## config.mk

```make
export PLATFORM = sky130hd
export DESIGN_NAME = fixed_div_arbiter
export DESIGN_NICKNAME = d
export VERILOG_FILES = /design/src/rtl/fixed_div_arbiter.sv
export SDC_FILE = /design/constraint.sdc
export NUM_CORES = 1
export LEC_CHECK = 0
export CAP_MARGIN = 20
export CORE_AREA = 2 2 131 133
export CTS_BUF_LIST = sky130_fd_sc_hd__clkbuf_4
export DETAILED_ROUTE_END_ITERATION = 16
export DIE_AREA = 0 0 133 135
export PLACE_DENSITY = 0.75
export RECOVER_POWER = 100
export SYNTH_ARGS = -nofsm -noshare
export SYNTH_HDL_FRONTEND = slang
export SYNTH_SLANG_ARGS = --single-unit
```

## constraint.sdc

```tcl
create_clock -name clk -period 2.85 [get_ports clk]
set_input_delay 0.4275 -clock clk [delete_from_list [all_inputs] [get_ports clk]]
set_output_delay 0.4275 -clock clk [all_outputs]
set_load 0.005 [all_outputs]
```

## src/rtl/fixed_div_arbiter.sv

```systemverilog
// Round-robin front end that shares one iterative fixed-point divider among NUM_REQ clients.
// Optional macro FIXED_DIV_ARB_INF_CLAMP_EN maps an infinite quotient (max positive Fixed) to zero.
module fixed_div_arbiter #(
  parameter int NUM_REQ = 3,
  parameter int FIXED_W = 32,
  parameter int ID_W    = $clog2(NUM_REQ)
) (
  input  logic                       clk,
  input  logic                       resetn,
  input  logic [NUM_REQ-1:0]         req_valid,
  input  logic [NUM_REQ*FIXED_W-1:0] req_a,
  input  logic [NUM_REQ*FIXED_W-1:0] req_b,
  output logic [NUM_REQ-1:0]         req_ready,
  output logic [NUM_REQ-1:0]         resp_valid,
  output logic [FIXED_W-1:0]         resp_q,
  output logic                       busy,
  output logic                       div_strobe,
  output logic [FIXED_W-1:0]         div_a,
  output logic [FIXED_W-1:0]         div_b,
  input  logic                       div_valid,
  input  logic [FIXED_W-1:0]         div_q
);

  typedef enum logic [1:0] {
    S_IDLE,
    S_ISSUE,
    S_WAIT,
    S_RESP
  } state_t;

  state_t            state;
  logic [ID_W-1:0]   rr_ptr;
  logic [ID_W-1:0]   owner;
  logic              grant_valid;
  logic [ID_W-1:0]   grant_id;
  logic [FIXED_W-1:0] a_arr [NUM_REQ];
  logic [FIXED_W-1:0] b_arr [NUM_REQ];

  for (genvar i = 0; i < NUM_REQ; i++) begin : g_unpack
    assign a_arr[i] = req_a[i*FIXED_W +: FIXED_W];
    assign b_arr[i] = req_b[i*FIXED_W +: FIXED_W];
  end

  function automatic logic [ID_W-1:0] wrap_idx(input logic [ID_W-1:0] base, input int off);
    int s;
    s = int'(base) + off;
    if (s >= NUM_REQ) s = s - NUM_REQ;
    return ID_W'(s);
  endfunction

  function automatic logic [NUM_REQ-1:0] onehot(input logic [ID_W-1:0] id);
    return NUM_REQ'(1) << id;
  endfunction

  function automatic logic [FIXED_W-1:0] clamp_q(input logic [FIXED_W-1:0] q);
`ifdef FIXED_DIV_ARB_INF_CLAMP_EN
    // A reciprocal of zero comes back as +infinity; clients prefer a clean zero.
    return (q == {1'b0, {(FIXED_W-1){1'b1}}}) ? '0 : q;
`else
    return q;
`endif
  endfunction

  // Scan from the highest offset down so the lowest offset from rr_ptr overwrites and wins.
  always_comb begin
    // NOTE: every always_comb output gets a default first so no path can infer a latch.
    grant_valid = 1'b0;
    grant_id    = '0;
    for (int k = NUM_REQ - 1; k >= 0; k--) begin
      if (req_valid[wrap_idx(rr_ptr, k)]) begin
        grant_valid = 1'b1;
        grant_id    = wrap_idx(rr_ptr, k);
      end
    end
  end

  assign req_ready = (state == S_IDLE && grant_valid) ? onehot(grant_id) : '0;

  always_ff @(posedge clk or negedge resetn) begin
    if (!resetn) begin
      state      <= S_IDLE;
      rr_ptr     <= '0;
      owner      <= '0;
      busy       <= 1'b0;
      div_strobe <= 1'b0;
      div_a      <= '0;
      div_b      <= '0;
      resp_valid <= '0;
      resp_q     <= '0;
    end else begin
      // NOTE: state uses non-blocking assignments so every flop samples pre-edge values.
      div_strobe <= 1'b0;
      resp_valid <= '0;
      resp_q     <= '0;
      case (state)
        S_IDLE: begin
          if (grant_valid) begin
            owner      <= grant_id;
            div_a      <= a_arr[grant_id];
            div_b      <= b_arr[grant_id];
            rr_ptr     <= wrap_idx(grant_id, 1);
            div_strobe <= 1'b1;
            busy       <= 1'b1;
            state      <= S_ISSUE;
          end
        end
        // Any div_valid seen during the strobe cycle belongs to an older operation.
        S_ISSUE: state <= S_WAIT;
        S_WAIT: begin
          if (div_valid) begin
            resp_valid <= onehot(owner);
            resp_q     <= clamp_q(div_q);
            state      <= S_RESP;
          end
        end
        S_RESP: begin
          busy  <= 1'b0;
          div_a <= '0;
          div_b <= '0;
          state <= S_IDLE;
        end
        default: state <= S_IDLE;
      endcase
    end
  end

endmodule

```

==> metrics.txt <==
final hold violation count 0; Reg-to-Reg Start rr_ptr[0]; mux contribution to synthesized area 0.123; global-route wire length before repair 28800 um; CTS clock-pin slew for the worst setup and hold paths between 0.15 and 0.2 ns; Comb power frac 0.618; Max-Cap Viols 0; Reg2Reg Depth 10; Mapped Avg Cell Area 13.1 um2; Int Power approximately 4.6 mW; reg-to-reg slack, setup 0.20 ns; wire per inst roughly 18 um; commonest non-fill, non-tap cells in the layout clkdlybuf4s50_1 (228), dfrtp_1 (107), dlygate4sd3_1 (102); Slew Viols, Final 0; clock buffer count from CTS 9; Post-DRT Antenna Nets 0; Post-synth EDFFs 0; failing checks negative setup slack; largest family of logic cells by synthesized area compound AO/OA/AOI/OAI gates; slew margin rel. 0.162; Sw Share 0.402; Initial Utilization 0.353; Overall Global Routing Usage 0.204; Die X about 130 um; Critical Path End req_ready[1]; FF-to-FF End div_b[1]; unique cell type count in the Yosys netlist 47; slowest cell on the critical path dfrtp_1; synthesis warning total 0; H-tree level count 3; Least-Margin Pin Slew about 1.3 ns; core area approximately 16000 um2; final core utilization 0.582; post-synthesis adder-cell area fraction 0.0151; top_reg_cell synth dfrtp_1; Max IR drop VDD 0.504 mV; vias in the first global route 5327; crit path cell chain inv_2 > ha_4 > a22o_1 > a222oi_1 > buf_4 > nand2_4 > nand2_4 > inv_2 > and3_4 > buf_6; Clock power frac 0.096; Nets 1022; Port Buffers 333; GP Congestion 0.835; arrival time of the worst setup path between 2 and 2.5 ns; layout cells sized above 1 0.238; Startpoint Class flop; unrepaired setup endpoints after global routing true; Setup Viol. Count Final 1; status complete, but fails checks; total wire length 18400 um; Critical Path Sink Type output pin; Iter 0 DRT Violations 177; Cells after Synth 441; CTS tree yes; Compound-Gate Fraction of Synth Area 0.261; P_leak between 4 and 5 nW; Mapped Nets ~680; crit path launch rr_ptr[0]; CTS max path bufs 2; post-route setup slack -0.00530 ns; Fmax 350 MHz; DRC viols 0; Async SR Flop Fraction 1.00; largest net degree at the start of global routing 61; PnR Total Power ~7.7 mW; initial antenna violation count 1; DP HPWL between 10000 and 15000 um; Die Ht ~140 um; clock root cell clkbuf_4; Clock Skew 0.0193 ns; commonest non-fill, non-tap cell in the layout clkdlybuf4s50_1; Post-Synth XOR/XNOR Area 0; post-route clock period utilization 1.00; clk sinks 107; worst min-delay path class in2reg; proportion of power drawn by flip-flops and latches 0.286; DR pass1 iterations 4; CP max FO 5; Std-Cell Rows 47; DR vias around 5.0k; cell area power density about 810 nW/um2; Die Area 18000 um2; Post-Synth Simple-Gate Area 0.0642; clk_lat worst skew 0.48 ns; synth-to-layout area growth 65.1%; Largest stage delay, worst path 0.45 ns; Critical Path RT 2.42 ns; GRT overflow 0; Sum Neg Setup Slack -0.00530 ns; minimum clock period 2.86 ns; fillers between 1k and 1.5k; sequential fraction of the synthesis area 0.463; NetSw 3.11 mW; Crit Path Class reg2out; Ports 334; Mapped Area 5790 um2; Seq cells post-synth 107; number of vias per cell a little under 5
-- flip-flops by register name, summed over array words and instances (netlist names) --
register and flops:
resp_q 32, resp_valid 3, div_b 32, div_strobe 1, busy 1, div_a 32, owner 2, state 2
rr_ptr 2
-- critical path: cells and delay by family (launching register included) --
kind / cells / cell delay, ns
simple gates: 3 / 0.30
compound gates: 2 / 0.53
flops: 1 / 0.45
fa+ha+maj: 1 / 0.26
buf+inv: 4 / 0.42
-- stage by stage --
stage          hold WS (ns)  setup slack (ns)  instance area (um2)  instances
3_3_place_gp          0.474           -0.0834                 9370        989
5_1_grt               0.477            -0.155                 9560       1011
4_1_cts               0.445           -0.0390                 9550       1008
6_report              0.496          -0.00530                 9560       1011
3_5_place_dp          0.474           -0.0791                 9370        989
2_1_floorplan         0.132             0.536                 5790        441
-- synth_stat cells, types with 5 or more instances --
cell / n / area [um2]
ha_1: 7 / 87.6
mux2i_1: 66 / 661
a22oi_2: 60 / 751
buf_12: 6 / 120
buf_6: 9 / 101
dfrtp_1: 107 / 2680
inv_1: 11 / 41.3
buf_2: 7 / 35.0
clkbuf_1: 6 / 22.5
and3_1: 33 / 206
o21ai_1: 7 / 35.0
a22oi_1: 5 / 37.5
nand2_1: 5 / 18.8
o21ai_2: 60 / 526
-- worst min-delay path by stage --
stage | startpoint | to | slack (ns) | cells after the start
2_1_floorplan | resetn | busy | 0.13 | 0
3_3_place_gp | owner[1] | resp_valid[0] | 0.47 | 1
3_5_place_dp | owner[1] | resp_valid[0] | 0.47 | 1
4_1_cts | div_q[6] | resp_q[6] | 0.44 | 2
5_1_grt | div_q[6] | resp_q[6] | 0.48 | 2
6_report | div_q[6] | resp_q[6] | 0.50 | 2
-- timing repair --
action	CTS	global route
hold endpoints to repair	47	0
hold buffers	1	0
gates resized for setup	21	1
endpoints found under the setup margin	3	3
buffers inserted	2	2
pin swaps	1	0
-- metal layers --
layer | track usage | wire length [um]
met1 | 0.230 | 7010
met2 | 0.370 | 9480
met3 | 0.0631 | 1590
met4 | 0.0669 | 282
met5 | 0 | 0
-- logic make-up after synthesis --
logic type               count (synthesis)
AO/OA/AOI/OAI                          151
multiplexers                            70
buffers and inverters                   47
AND/OR/NAND/NOR                         59
adder cells (fa/ha/maj)                  7
flip-flops                             107
-- layout make-up --
cell class              count  area [um2]  share of cell area
flip-flops and latches    107        2680               0.280
repair buffers            368        3680               0.386
well taps                 220         275              0.0288
diodes                      1        2.50            0.000262
inverters                  12        45.0             0.00471
clock buffers               9        67.6             0.00707
clock inverters             7        57.6             0.00602
multi-input cells         287        2750               0.287
-- power groups by stage --
stage	Combinational [mW]	Sequential, mW	Clock, mW
after detailed placement	4.89	2.27	0
final	4.78	2.21	0.739
after global placement	4.74	2.24	0
after floorplan	3.09	2.27	0
after global routing	5.16	2.26	0.827
after CTS	4.97	2.24	0.791
Power figures use the tool's default switching activity.
==> RTL edit 1: new RTL, same settings <==
Make the reset (`resetn`) synchronous in one clocked block.
--- a/src/rtl/fixed_div_arbiter.sv
+++ b/src/rtl/fixed_div_arbiter.sv
@@ -77,5 +77,5 @@
   assign req_ready = (state == S_IDLE && grant_valid) ? onehot(grant_id) : '0;
 
-  always_ff @(posedge clk or negedge resetn) begin
+  always_ff @(posedge clk) begin
     if (!resetn) begin
       state      <= S_IDLE;
Function: differs if resetn is asserted again (counterexample within 4 cycles, from zero or initial values and one cycle with resetn low); with resetn held inactive, the same outputs for 4 cycles.
==> RTL edit 1 against the unedited design <==
  * Total power shrank 13%
  * Sequential share of layout area is 3.5 points lower
  * Hold slack lost 0.015 ns
  * Synthesized area shrank 14%
  * Clock skew grew 0.0049 ns
  * Setup slack better by 0.065 ns
  * Sequential cell count is the same
  * Routed wire length shrank 3.8%
  * Final area down 8.6%
  * First-iteration DRC count down 16%
  * Largest cell class unchanged
  * Non-clock buffer count is the same
  * Register-to-register slack lost 0.06 ns
  * Count of clock-buffer cells in the layout rose by 1
  * Sequential power grew 5%
==> RTL edit 1: results (changes against the unedited design) <==
outcome: "complete, no violations"  # was finished, violations left
reg.largest.list: "div_a (32), div_b (32), resp_q (32)"  # unchanged
synth_cell_types: 49  # was 47
worstHoldStart: "owner[1]"  # was div_q[6]
synthFlopType: "dfxtp_1"  # was dfrtp_1
cp_max_fo: 7  # was 5
grt_use_total_pct: 19.07  # was 20.45%
grt_max_degree: 39  # was 61
hold_class: "flip-flop to flip-flop"  # was primary input to flip-flop
via_per_inst: 4.768  # was 4.928
drive_gt1_share_pct: 16.00  # was 23.80%
synthArstFlopShare_pct: 0  # was 100.0%
antenna_found_initial: 2  # was 1
grt_pass1_vias: 4883  # was 5,327
pre_cts_ws_ns: -0.1764  # was -0.07908 ns
ys_top_cells_by_area: "dfxtp_1, mux2i_1, o21ai_2, a22oi_1, and2_1"  # was dfrtp_1, a22oi_2, mux2i_1, o21ai_2, and3_1
slew_headroom_pct: 33.19  # was 16.24%
synth_common_cells: "dfxtp_1, mux2i_1, a22oi_1"  # was dfrtp_1, mux2i_1, a22oi_2, o21ai_2, and3_1
setup_slack_ns: 0.05953  # was -0.005303 ns
setup.worst_path.end: "req_ready[1]"  # unchanged
p_leak_nw: 3.550  # was 4.235 nW
grt_pass1_wl_mm: 26.54  # was 28.77 mm
crit_arrival_ns: 2.36  # was 2.43 ns
clock_latency_ns: 0.48  # about the same
skew_ns: 0.02422  # was 0.01934 ns
hpwlAfterDp_mm: 13.86  # was 14.28 mm
crit_family: "simple AND/OR/NAND/NOR gates"  # was compound AO/OA/AOI/OAI gates
dp_cells: 993  # was 989
critPathMaxStageDelay_ns: 0.39  # was 0.45 ns
r2r_end: "div_b[12]"  # was div_b[1]
place_area_sq_mm: 0.008511  # was 0.009368 sq mm
fin_cells: 1022  # was 1,011
drt_first_pass_iters: 4  # unchanged
syn_area_per_cell_sq_um: 10.98  # was 13.12 sq um
ys_seq_area_share_pct: 43.15  # was 46.27%
r2r_cells: 12  # was 10
syn_nets: 689  # was 678
gp_congestion: 0.8072  # was 0.8348
hold_viol_final: 0  # unchanged
drtIter0Drc: 148  # was 177
ff2ff_setup_slack_ns: 0.14  # was 0.20 ns
drt_wl_total_mm: 17.66  # was 18.35 mm
cp-startpoint: "rr_ptr[1]"  # was rr_ptr[0]
slowest_stage: "or4_1"  # was dfrtp_1
vdd.ir_drop.worst_mv: 0.3709  # was 0.5040 mV
RTL edit 1: cells by family after synthesis:
| logic type | Yosys count | share of synthesized area [%] |
|---|---|---|
| AO/OA/AOI/OAI | 156 | 25.48 |
| flip-flops | 107 | 43.15 |
| multiplexers | 68 | 13.79 |
| AND/OR/NAND/NOR | 68 | 8.241 |
| buffers and inverters | 46 | 7.586 |
| adder cells (fa/ha/maj) | 7 | 1.764 |
RTL edit 1: how the worst min path moves through the flow:
stage          slack (ns)             to  depth (start not counted)
2_1_floorplan        0.43  resp_valid[0]                          1
3_3_place_gp         0.47  resp_valid[0]                          1
3_5_place_dp         0.46  resp_valid[0]                          1
4_1_cts              0.44      resp_q[1]                          2
5_1_grt              0.46      resp_q[6]                          2
6_report             0.48  resp_valid[0]                          1
RTL edit 1: area by class of cell:
cell class	count	area, sq um
diodes	2	5.005
clock buffers	10	75.07
clock inverters	6	40.04
fillers	1508	7669
inverters	10	37.54
multi-input cells	299	2502
flip-flops and latches	107	2147
well taps	220	275.3
repair buffers	368	3656
RTL edit 1: through the flow:
stage	setup TNS, ns	util (%)
final	0	53.26
after floorplan	0	-
after global placement	-1.157	51.87
after detailed placement	-2.552	51.87
after global routing	-0.2631	53.26
after CTS	0	53.18
RTL edit 1: routing by layer:
layer	up-vias	routed length, um	track usage [%]
li1	2366	-	-
met1	2240	6625	21.02
met2	242	8842	32.84
met3	25	1758	7.320
met4	0	435	8.244
met5	-	0	0
RTL edit 1: report_power, final:
group / switching (mW) / internal (mW)
clock: 0.518 / 0.191
combinational: 1.66 / 2.02
sequential: 0.281 / 2.04
total: 2.45 / 4.26
RTL edit 1: what timing repair did:
item | 4_1_cts | 5_1_grt
buffers inserted | 10 | 1
setup endpoints to repair | 3 | 29
cloned | 0 | 0
resized for setup | 24 | 5
pin swaps | 5 | 2
==> RTL edit 2: new RTL, same settings <==
Without the edit above. Change the parameter `FIXED_W` from 32 to 40.
--- a/src/rtl/fixed_div_arbiter.sv
+++ b/src/rtl/fixed_div_arbiter.sv
@@ -3,5 +3,5 @@
 module fixed_div_arbiter #(
   parameter int NUM_REQ = 3,
-  parameter int FIXED_W = 32,
+  parameter int FIXED_W = 40,
   parameter int ID_W    = $clog2(NUM_REQ)
 ) (
Interface: changed (6 resized); port bits go from 334 to 414. The function was not compared with the original's and may differ.
==> RTL edit 2 against the unedited design <==
  * The run still ends with setup timing left
  * Total power increased by 56%
  * Routed wire length up 97%
  * Count of clock-buffer cells in the layout increased by 8
  * Final cell count increased by 44%
  * Combinational power increased by 67%
  * Final area grew 37%
  * Synthesized area is 48% higher
  * Sequential cell count is 24 higher
  * Setup slack worse by 0.18 ns
  * Critical endpoint is now req_ready[2]
  * Largest cell class unchanged
==> RTL edit 2: results (changes against the unedited design) <==
outcome: "finished, violations left"  # unchanged
violations: "setup timing"  # unchanged
setup_slack_ns: -0.1836  # was -0.005303 ns
wl_met3_mm: 3.945  # was 1.586 mm
area_growth_pct: 53.85  # was 65.12%
grt_max_degree: 82  # was 61
clock_latency_ns: 0.59  # was 0.48 ns
synth_common_cells: "nand4_1, dfrtp_1, o211ai_1"  # was dfrtp_1, mux2i_1, a22oi_2, o21ai_2, and3_1
htreeDepth: 4  # was 3
io_buffers: 413  # was 333
multi_input_area_share_pct: 34.92  # was 28.73%
hpwlAfterDp_mm: 23.62  # was 14.28 mm
crit_arrival_ns: 2.61  # was 2.43 ns
wl_met1_mm: 13.15  # was 7.005 mm
synth_compound_area_share_pct: 27.79  # was 26.05%
synth.area.mux_share_pct: 0.9527  # was 12.26%
use_met1_pct: 48.23  # was 22.97%
nNonClkBuffers: 466  # was 368
antennaDiodeCount: 4  # was 1
via_per_inst: 6.899  # was 4.928
inv_count: 11  # was 12
grt_pass1_wl_mm: 55.50  # was 28.77 mm
cp_max_fo: 4  # was 5
use_met3_pct: 10.85  # was 6.306%
dp_cells: 1404  # was 989
grt_use_total_pct: 39.40  # was 20.45%
tightest_slew_ns: 1.497  # was 1.256 ns
vdd.ir_drop.worst_mv: 0.6887  # was 0.5040 mV
reg.largest.list: "div_a (40), div_b (40), resp_q (40)"  # was div_a (32), div_b (32), resp_q (32)
p_leak_nw: 5.412  # was 4.235 nW
multi_input_gates: 587  # was 287
synth_cell_types: 52  # was 47
drt_first_pass_iters: 7  # was 4
pre_cts_ws_ns: -0.2584  # was -0.07908 ns
place_area_sq_mm: 0.01270  # was 0.009368 sq mm
nonClkBufAreaFrac_pct: 35.35  # was 38.56%
gp_congestion: 0.9669  # was 0.8348
syn_inst: 854  # was 441
path_clk_slew_ns: 0.14  # was 0.17 ns
skew_ns: 0.01400  # was 0.01934 ns
seq_area_sq_mm: 0.003278  # was 0.002678 sq mm
drive_gt1_share_pct: 11.82  # was 23.80%
antenna_found_initial: 3  # was 1
syn_nets: 1147  # was 678
synthAdderAreaFrac_pct: 1.026  # was 1.514%
finalSetupViolCount: 3  # was 1
drt_wl_total_mm: 36.23  # was 18.35 mm
route.met2.wl_mm: 17.35  # was 9.475 mm
ys_seq_area_share_pct: 38.40  # was 46.27%
ys_top_cells_by_area: "dfrtp_1, nand4_1, a32oi_1, o211ai_1, a32o_1"  # was dfrtp_1, a22oi_2, mux2i_1, o21ai_2, and3_1
clock_power_share_pct: 11.6  # was 9.6%
## RTL edit 2: changes by cell type after synthesis, moves of 8 or more
cell      change
buf_2        +33
buf_4         +8
clkbuf_1     +42
mux2i_1      -65
a32o_1       +58
o21ai_2      -59
a22oi_2      -60
o211ai_1     +80
clkbuf_8     +10
dfrtp_1      +24
a32o_2       +22
nand2b_1     +72
nand4_1     +159
a32oi_1      +80
## RTL edit 2: final timing paths
check                           startpoint             to  slack (ns)  cells after the start
worst min-delay path             div_q[14]     resp_q[14]        0.37                      2
worst min register to register    owner[1]  resp_valid[1]        0.49                      1
worst max-delay path             rr_ptr[0]   req_ready[2]       -0.18                      8
max in group asynchronous           resetn       div_a[1]        0.37                      3
worst max register to register   rr_ptr[1]      div_a[31]        0.08                      8
min in group asynchronous           resetn      div_a[29]        0.65                      2
## RTL edit 2: timing repair
action	CTS	global route
hold endpoints to repair	50	0
gates cloned	0	0
endpoints found under the setup margin	10	81
resized for setup	27	6
pin swaps	5	4
buffers inserted	7	3
hold buffers	1	0
